--- config.mk ---
export PLATFORM = sky130hd
export DESIGN_NAME = bfp_shift_ctrl
export DESIGN_NICKNAME = d
export VERILOG_FILES = /design/src/rtl/bfp_pkg.sv /design/src/rtl/bfp_res_fifo.sv /design/src/rtl/bfp_shift_ctrl.sv
export SDC_FILE = /design/constraint.sdc
export NUM_CORES = 1
export LEC_CHECK = 0
export CAP_MARGIN = 15
export CORE_MARGIN = 2
export CORE_UTILIZATION = 56
export DETAILED_ROUTE_END_ITERATION = 12
export MAX_ROUTING_LAYER = met4
export PLACE_DENSITY_LB_ADDON = 0.3
export SLEW_MARGIN = 20
export SYNTH_ARGS = -nofsm -noshare
export SYNTH_HDL_FRONTEND = slang
export SYNTH_SLANG_ARGS = --single-unit
--- constraint.sdc ---
create_clock -name clk -period 5.3 [get_ports clk]
set_input_delay 1.325 -clock clk [delete_from_list [all_inputs] [get_ports clk]]
set_output_delay 1.325 -clock clk [all_outputs]
set_load 0.1 [all_outputs]
--- src/rtl/bfp_pkg.sv ---
// Shared types and helpers for the block-floating-point shift controller.
package bfp_pkg;

    // Entry fields are sized for the standard datapath configuration
    // (40-bit magnitude, 12-bit packet counter).
    localparam int unsigned DefIw   = 40;
    localparam int unsigned DefPktW = 12;
    localparam int unsigned DefSw   = $clog2(DefIw);

    typedef enum logic [0:0] {
        StIdle,
        StPkt
    } bfp_state_e;

    typedef struct packed {
        logic [DefSw-1:0]   shift;
        logic [DefPktW-1:0] len;
    } bfp_res_t;

    // Right shift that fits a magnitude plus sign bit into ow bits.
    // Zero magnitude needs no shift.
    function automatic logic [DefSw-1:0] calc_shift(input logic [DefIw-1:0] mag,
                                                     input int unsigned     iw,
                                                     input int unsigned     ow);
        int unsigned need;
        need = 0;
        for (int unsigned i = 0; i < DefIw; i++) begin
            if ((i < iw) && mag[i]) begin
                need = i + 2;
            end
        end
        if (need > ow) begin
            return DefSw'(need - ow);
        end
        return '0;
    endfunction

endpackage

--- src/rtl/bfp_res_fifo.sv ---
// Result FIFO: DEPTH-entry synchronous queue of {shift, len} with
// simultaneous push/pop. A push into a full FIFO that is not popping is dropped.
module bfp_res_fifo
    import bfp_pkg::*;
#(
    parameter int unsigned DEPTH = 4  // power of two, at least 2
) (
    input  logic     clk,
    input  logic     rst,
    input  logic     push,
    input  bfp_res_t push_data,
    input  logic     pop,
    output bfp_res_t head,
    output logic     empty,
    output logic     drop,
    output logic     nonempty_next
);

    localparam int unsigned AW = $clog2(DEPTH);

    bfp_res_t      mem_q [DEPTH];
    logic [AW-1:0] wptr_q;
    logic [AW-1:0] rptr_q;
    logic [AW:0]   cnt_q;
    logic [AW:0]   cnt_d;
    logic          full;
    logic          push_ok;
    logic          pop_ok;

    // Occupancy flags, accepted push/pop and next count.
    always_comb begin
        full    = (cnt_q == (AW+1)'(DEPTH));
        empty   = (cnt_q == '0);
        pop_ok  = pop & ~empty;
        // A pop frees the slot the push needs, so full+pop+push is legal.
        push_ok = push & (~full | pop_ok);
        drop    = push & full & ~pop_ok;
        case ({push_ok, pop_ok})
            2'b10:   cnt_d = cnt_q + (AW+1)'(1);
            2'b01:   cnt_d = cnt_q - (AW+1)'(1);
            default: cnt_d = cnt_q;
        endcase
        nonempty_next = (cnt_d != '0);
        head          = mem_q[rptr_q];
    end

    // Storage is reset so the head reads zero out of reset.
    always_ff @(posedge clk or posedge rst) begin
        if (rst) begin
            for (int i = 0; i < int'(DEPTH); i++) begin
                mem_q[i] <= '0;
            end
        end else if (push_ok) begin
            mem_q[wptr_q] <= push_data;
        end
    end

    // Pointer and count registers.
    always_ff @(posedge clk or posedge rst) begin
        if (rst) begin
            wptr_q <= '0;
            rptr_q <= '0;
            cnt_q  <= '0;
        end else begin
            if (push_ok) begin
                wptr_q <= wptr_q + AW'(1);
            end
            if (pop_ok) begin
                rptr_q <= rptr_q + AW'(1);
            end
            cnt_q <= cnt_d;
        end
    end

endmodule

--- src/rtl/bfp_shift_ctrl.sv ---
// Block-floating-point shift controller: tracks packet framing, captures the
// search_max result MAX_LAT cycles after each eop, converts it to a right-shift
// count and queues {shift, len} for the downstream scaler.
module bfp_shift_ctrl
    import bfp_pkg::*;
#(
    parameter int unsigned IW      = 40,
    parameter int unsigned OW      = 16,
    parameter int unsigned MAX_LAT = 3,
    parameter int unsigned PKT_W   = 12,
    parameter int unsigned DEPTH   = 4
) (
    input  logic                  clk,
    input  logic                  rst,
    input  logic                  i_sop,
    input  logic                  i_eop,
    input  logic                  i_vld,
    input  logic [IW-1:0]         i_max,
    input  logic                  i_clr_err,
    output logic                  o_shift_vld,
    input  logic                  i_shift_rdy,
    output logic [$clog2(IW)-1:0] o_shift,
    output logic [PKT_W-1:0]      o_pkt_len,
    output logic                  o_err_frm,
    output logic                  o_err_ovf,
    output logic                  o_busy
);

    localparam int unsigned SW = $clog2(IW);

    bfp_state_e         state_q;
    bfp_state_e         state_d;
    logic [PKT_W-1:0]   len_q;
    logic [PKT_W-1:0]   len_d;
    logic [PKT_W-1:0]   len_inc;
    logic               cap;
    logic [PKT_W-1:0]   cap_len;
    logic               frm_evt;

    logic [MAX_LAT-1:0] pipe_vld_q;
    logic [MAX_LAT-1:0] pipe_vld_d;
    logic [PKT_W-1:0]   pipe_len_q [MAX_LAT];
    logic               tag;

    bfp_res_t           res;
    bfp_res_t           fifo_head;
    logic               fifo_empty;
    logic               fifo_drop;
    logic               fifo_nonempty_next;

    logic               err_frm_q;
    logic               err_frm_d;
    logic               err_ovf_q;
    logic               err_ovf_d;
    logic               busy_q;
    logic               busy_d;

    // Framing FSM next state: packet length tracking and capture issue.
    always_comb begin
        state_d = state_q;
        len_d   = len_q;
        cap     = 1'b0;
        cap_len = '0;
        frm_evt = 1'b0;
        len_inc = (&len_q) ? len_q : len_q + PKT_W'(1);
        if (i_vld) begin
            case (state_q)
                StIdle: begin
                    if (i_sop && i_eop) begin
                        cap     = 1'b1;
                        cap_len = PKT_W'(1);
                    end else if (i_sop) begin
                        state_d = StPkt;
                        len_d   = PKT_W'(1);
                    end else if (i_eop) begin
                        frm_evt = 1'b1;
                    end
                end
                StPkt: begin
                    if (i_sop) begin
                        // Unexpected sop: abandon the open packet, restart on this beat.
                        frm_evt = 1'b1;
                        if (i_eop) begin
                            cap     = 1'b1;
                            cap_len = PKT_W'(1);
                            state_d = StIdle;
                        end else begin
                            len_d = PKT_W'(1);
                        end
                    end else if (i_eop) begin
                        cap     = 1'b1;
                        cap_len = len_inc;
                        state_d = StIdle;
                    end else begin
                        len_d = len_inc;
                    end
                end
                default: state_d = StIdle;
            endcase
        end
    end

    // Framing FSM state and length registers.
    always_ff @(posedge clk or posedge rst) begin
        if (rst) begin
            state_q <= StIdle;
            len_q   <= '0;
        end else begin
            state_q <= state_d;
            len_q   <= len_d;
        end
    end

    // Capture pipe advance; the output stage lines up with search_max's result.
    always_comb begin
        pipe_vld_d    = '0;
        pipe_vld_d[0] = cap;
        for (int unsigned k = 1; k < MAX_LAT; k++) begin
            pipe_vld_d[k] = pipe_vld_q[k-1];
        end
    end

    // Capture pipe registers: tag and packet length per stage.
    always_ff @(posedge clk or posedge rst) begin
        if (rst) begin
            pipe_vld_q <= '0;
            for (int unsigned k = 0; k < MAX_LAT; k++) begin
                pipe_len_q[k] <= '0;
            end
        end else begin
            pipe_vld_q    <= pipe_vld_d;
            pipe_len_q[0] <= cap_len;
            for (int unsigned k = 1; k < MAX_LAT; k++) begin
                pipe_len_q[k] <= pipe_len_q[k-1];
            end
        end
    end

    // Shift computation on i_max, valid only when the pipe output is tagged.
    always_comb begin
        tag       = pipe_vld_q[MAX_LAT-1];
        res.shift = calc_shift(DefIw'(i_max), IW, OW);
        res.len   = DefPktW'(pipe_len_q[MAX_LAT-1]);
    end

    bfp_res_fifo #(
        .DEPTH (DEPTH)
    ) u_fifo (
        .clk           (clk),
        .rst           (rst),
        .push          (tag),
        .push_data     (res),
        .pop           (i_shift_rdy),
        .head          (fifo_head),
        .empty         (fifo_empty),
        .drop          (fifo_drop),
        .nonempty_next (fifo_nonempty_next)
    );

    // Sticky error flags (a new error beats a same-cycle clear) and busy.
    always_comb begin
        err_frm_d = frm_evt | (err_frm_q & ~i_clr_err);
        err_ovf_d = fifo_drop | (err_ovf_q & ~i_clr_err);
        busy_d    = (state_d == StPkt) | (|pipe_vld_d) | fifo_nonempty_next;
    end

    // Flag and busy registers.
    always_ff @(posedge clk or posedge rst) begin
        if (rst) begin
            err_frm_q <= 1'b0;
            err_ovf_q <= 1'b0;
            busy_q    <= 1'b0;
        end else begin
            err_frm_q <= err_frm_d;
            err_ovf_q <= err_ovf_d;
            busy_q    <= busy_d;
        end
    end

    // Outputs straight from FIFO storage and flag registers.
    always_comb begin
        o_shift_vld = ~fifo_empty;
        o_shift     = fifo_head.shift[SW-1:0];
        o_pkt_len   = fifo_head.len[PKT_W-1:0];
        o_err_frm   = err_frm_q;
        o_err_ovf   = err_ovf_q;
        o_busy      = busy_q;
    end

endmodule

==> metrics.yaml <==
crit_family: "flip-flops"
drc: 0
crit_chain: "mux4_2 > clkdlybuf4s50_1"
area_delta_synth_final_pct: 24.0
status: "completed"
cts_buffer_depth: 2
grt_use_total: 0.243
max_slew.worst_pin.slew_ps: 1060
yosys.area.top_type_share: 0.562
period_share: 0.850
slew_headroom: 0.291
core.rowCount: 37
synth.most_common_cell: "dfrtp_1"
n_antenna_cell: 0
insertion_delay_ps: 520
synthDistinctLibCells: 57
vias: 4090
synth_top_cell_by_area: "dfrtp_1"
core_um2: 10300
vdd_drop_max_v: 0.000518
postCtsHoldBufs: 0
end_kind: "primary output"
die-area_um2: 11500
htreeDepth: 4
hold_viol: 0
cts-root-buf: "clkbuf_8"
cp.arrival_ps: 3180
worstPathRequired_ps: 3970
power_density_nw_per_um2: 467
wl_per_cell_um: 17.6
grt_overflow: 0
layout-drive-gt1-share: 0.190
port_buffers: 68
die_width_um: 107
post-route-min-period_ps: 4510
critical-path-max-stage-delay_ps: 1040
synthFlopType: "dfrtp_1"
yosysWarnings: 0
cts_tree: "yes"
syn_avg_cell_area_um2: 12.3
p_leak_nw: 3.37
gp_congestion: 0.798
detail_route.iter0.violations: 225
critPathBufInv: 1
worstPathMaxFanout: 19
rsz0062_at_grt: "no"
synth_nets: 537
avgViaCountPerCell: 5.81
crit_slowest_cell: "dfrtp_1"
skew_ps: 11.9
clock_sinks: 134
comb_power_share: 0.279
antenna_found_initial: 0
cp-start-kind: "flop"
synth_edf_count: 0
ys_async_sr_fraction: 1.00
nets: 610
min_path_type: "flop to flop"
grt_pass1_wl_mm: 20.7
synthTopCellsByCount: "dfrtp_1, mux2_2, nor2_1"
ant_nets: 0
cts_buffers: 17
grt_max_degree: 85
fmax_mhz: 222
fin_total_pwr_mw: 3.46
ys_ff_latch: 134
drt_wl_total_mm: 12.4
die_h_um: 107
synth_area_leaders: "dfrtp_1, mux2_2, mux4_2"
clkPwrFrac: 0.352
start_util: 0.578
ys_seq_area_frac: 0.562
swShare: 0.330
netlist_instances: 483
maxCapViolations: 0
slew_viol_final: 0
final_core_util: 0.716
p_switching_mw: 1.14
drt_first_pass_iters: 4
netlist_area_um2: 5960
clk_pin_slew_ps: 60
internal_power_mw: 2.31
setup_tns_ps: 0
crit_type: "flop to primary output"
power_frac_seq: 0.369
grt_pass1_vias: 4195
ctsResizeCount: 0
hpwl_mm: 7.98
fin_ws_ps: 793
ios: 69
finalSetupViolations: 0
post_cts_buffers: 0
place_ws_ps: 1180
-- flip-flops by register name, indices dropped and copies added, names as in the netlist --
name           count
len_q             12
o_busy             1
o_err_frm          1
o_err_ovf          1
pipe_len_q        36
pipe_vld_q         3
state_q            1
u_fifo.cnt_q       3
u_fifo.mem_q      72
u_fifo.rptr_q      2
u_fifo.wptr_q      2
-- layout by cell type (no fill, tap or decap), types with 3 or more instances in the layout --
cell               n
mux2_1             5
nor2_1            38
nand3_1           10
nand2b_1           8
and2_1             5
ha_1               6
xor2_1             5
bufinv_16          4
or3_1              3
mux2_2            48
mux4_2            18
or4_1              6
nor2b_1            4
a21oi_1           27
xnor2_1            9
clkbuf_16         16
o31ai_1           15
clkbuf_8           5
buf_4              6
dfrtp_1          134
inv_1             17
o21ai_0           18
clkdlybuf4s50_1   67
nor3_1             8
nor4_1             6
nand2_1           33
-- final timing paths --
path,startpoint,end,slack [ps],cells past startpoint
worst min register to register,pipe_len_q[22],pipe_len_q[10],350,0
min in group asynchronous,rst,o_err_frm,1340,2
max in group asynchronous,rst,u_fifo.mem_q[2],3240,3
worst min-delay path,pipe_len_q[22],pipe_len_q[10],350,0
worst max register to register,u_fifo.cnt_q[0],o_busy,2480,9
worst max-delay path,u_fifo.rptr_q[1],o_pkt_len[9],790,2
-- cell families (layout without fill, tap and decap cells) --
kind of cell	after synthesis	after routing	share of synthesized area
flip-flops	134	134	0.562
XOR/XNOR	14	14	0.0206
AO/OA/AOI/OAI	85	85	0.0913
multiplexers	72	72	0.170
AND/OR/NAND/NOR	133	133	0.111
buffers and inverters	38	123	0.0292
adder cells (fa/ha/maj)	7	7	0.0159
-- per-stage QoR --
stage | cells | hold slack [ps] | instance area, µm²
CTS | 704 | 347 | 7390
global route | 704 | 350 | 7390
finish | 704 | 345 | 7390
global placement | 673 | 333 | 6770
floorplan | 483 | 331 | 5960
detailed placement | 673 | 335 | 6770
-- worst reg2reg max path, cell delays in order (launching register included) --
cell     delay, ps
dfrtp_1        410
or4b_1         620
nand2_1        190
ha_1           210
inv_1           60
fa_1           370
xor2_1         150
nor2_1          70
xor2_1         150
or4_1          470
-- layer usage --
layer | global-route usage | vias to the layer above | wire [µm]
li1 | - | 1895 | -
met1 | 0.307 | 2080 | 5400
met2 | 0.386 | 90 | 6280
met3 | 0.0608 | 25 | 470
met4 | 0.0826 | 0 | 202
met5 | - | - | 0
-- power groups by stage --
stage	Clock, mW	Sequential, mW	Combinational, mW
final	1.22	1.27	0.964
after global routing	1.28	1.29	1.03
after CTS	1.23	1.27	0.973
after detailed placement	0	1.28	0.965
after global placement	0	1.27	0.938
after floorplan	0	1.24	0.756
-- area by class of cell --
class	count	area, µm²
Tap cell	136	170
Timing Repair Buffer	74	736
Multi-Input combinational cell	311	2440
Inverter	18	72.6
Clock inverter	8	145
Sequential cell	134	3350
Clock buffer	23	477
Fill cell	659	2930
Power figures use the tool's default switching activity.
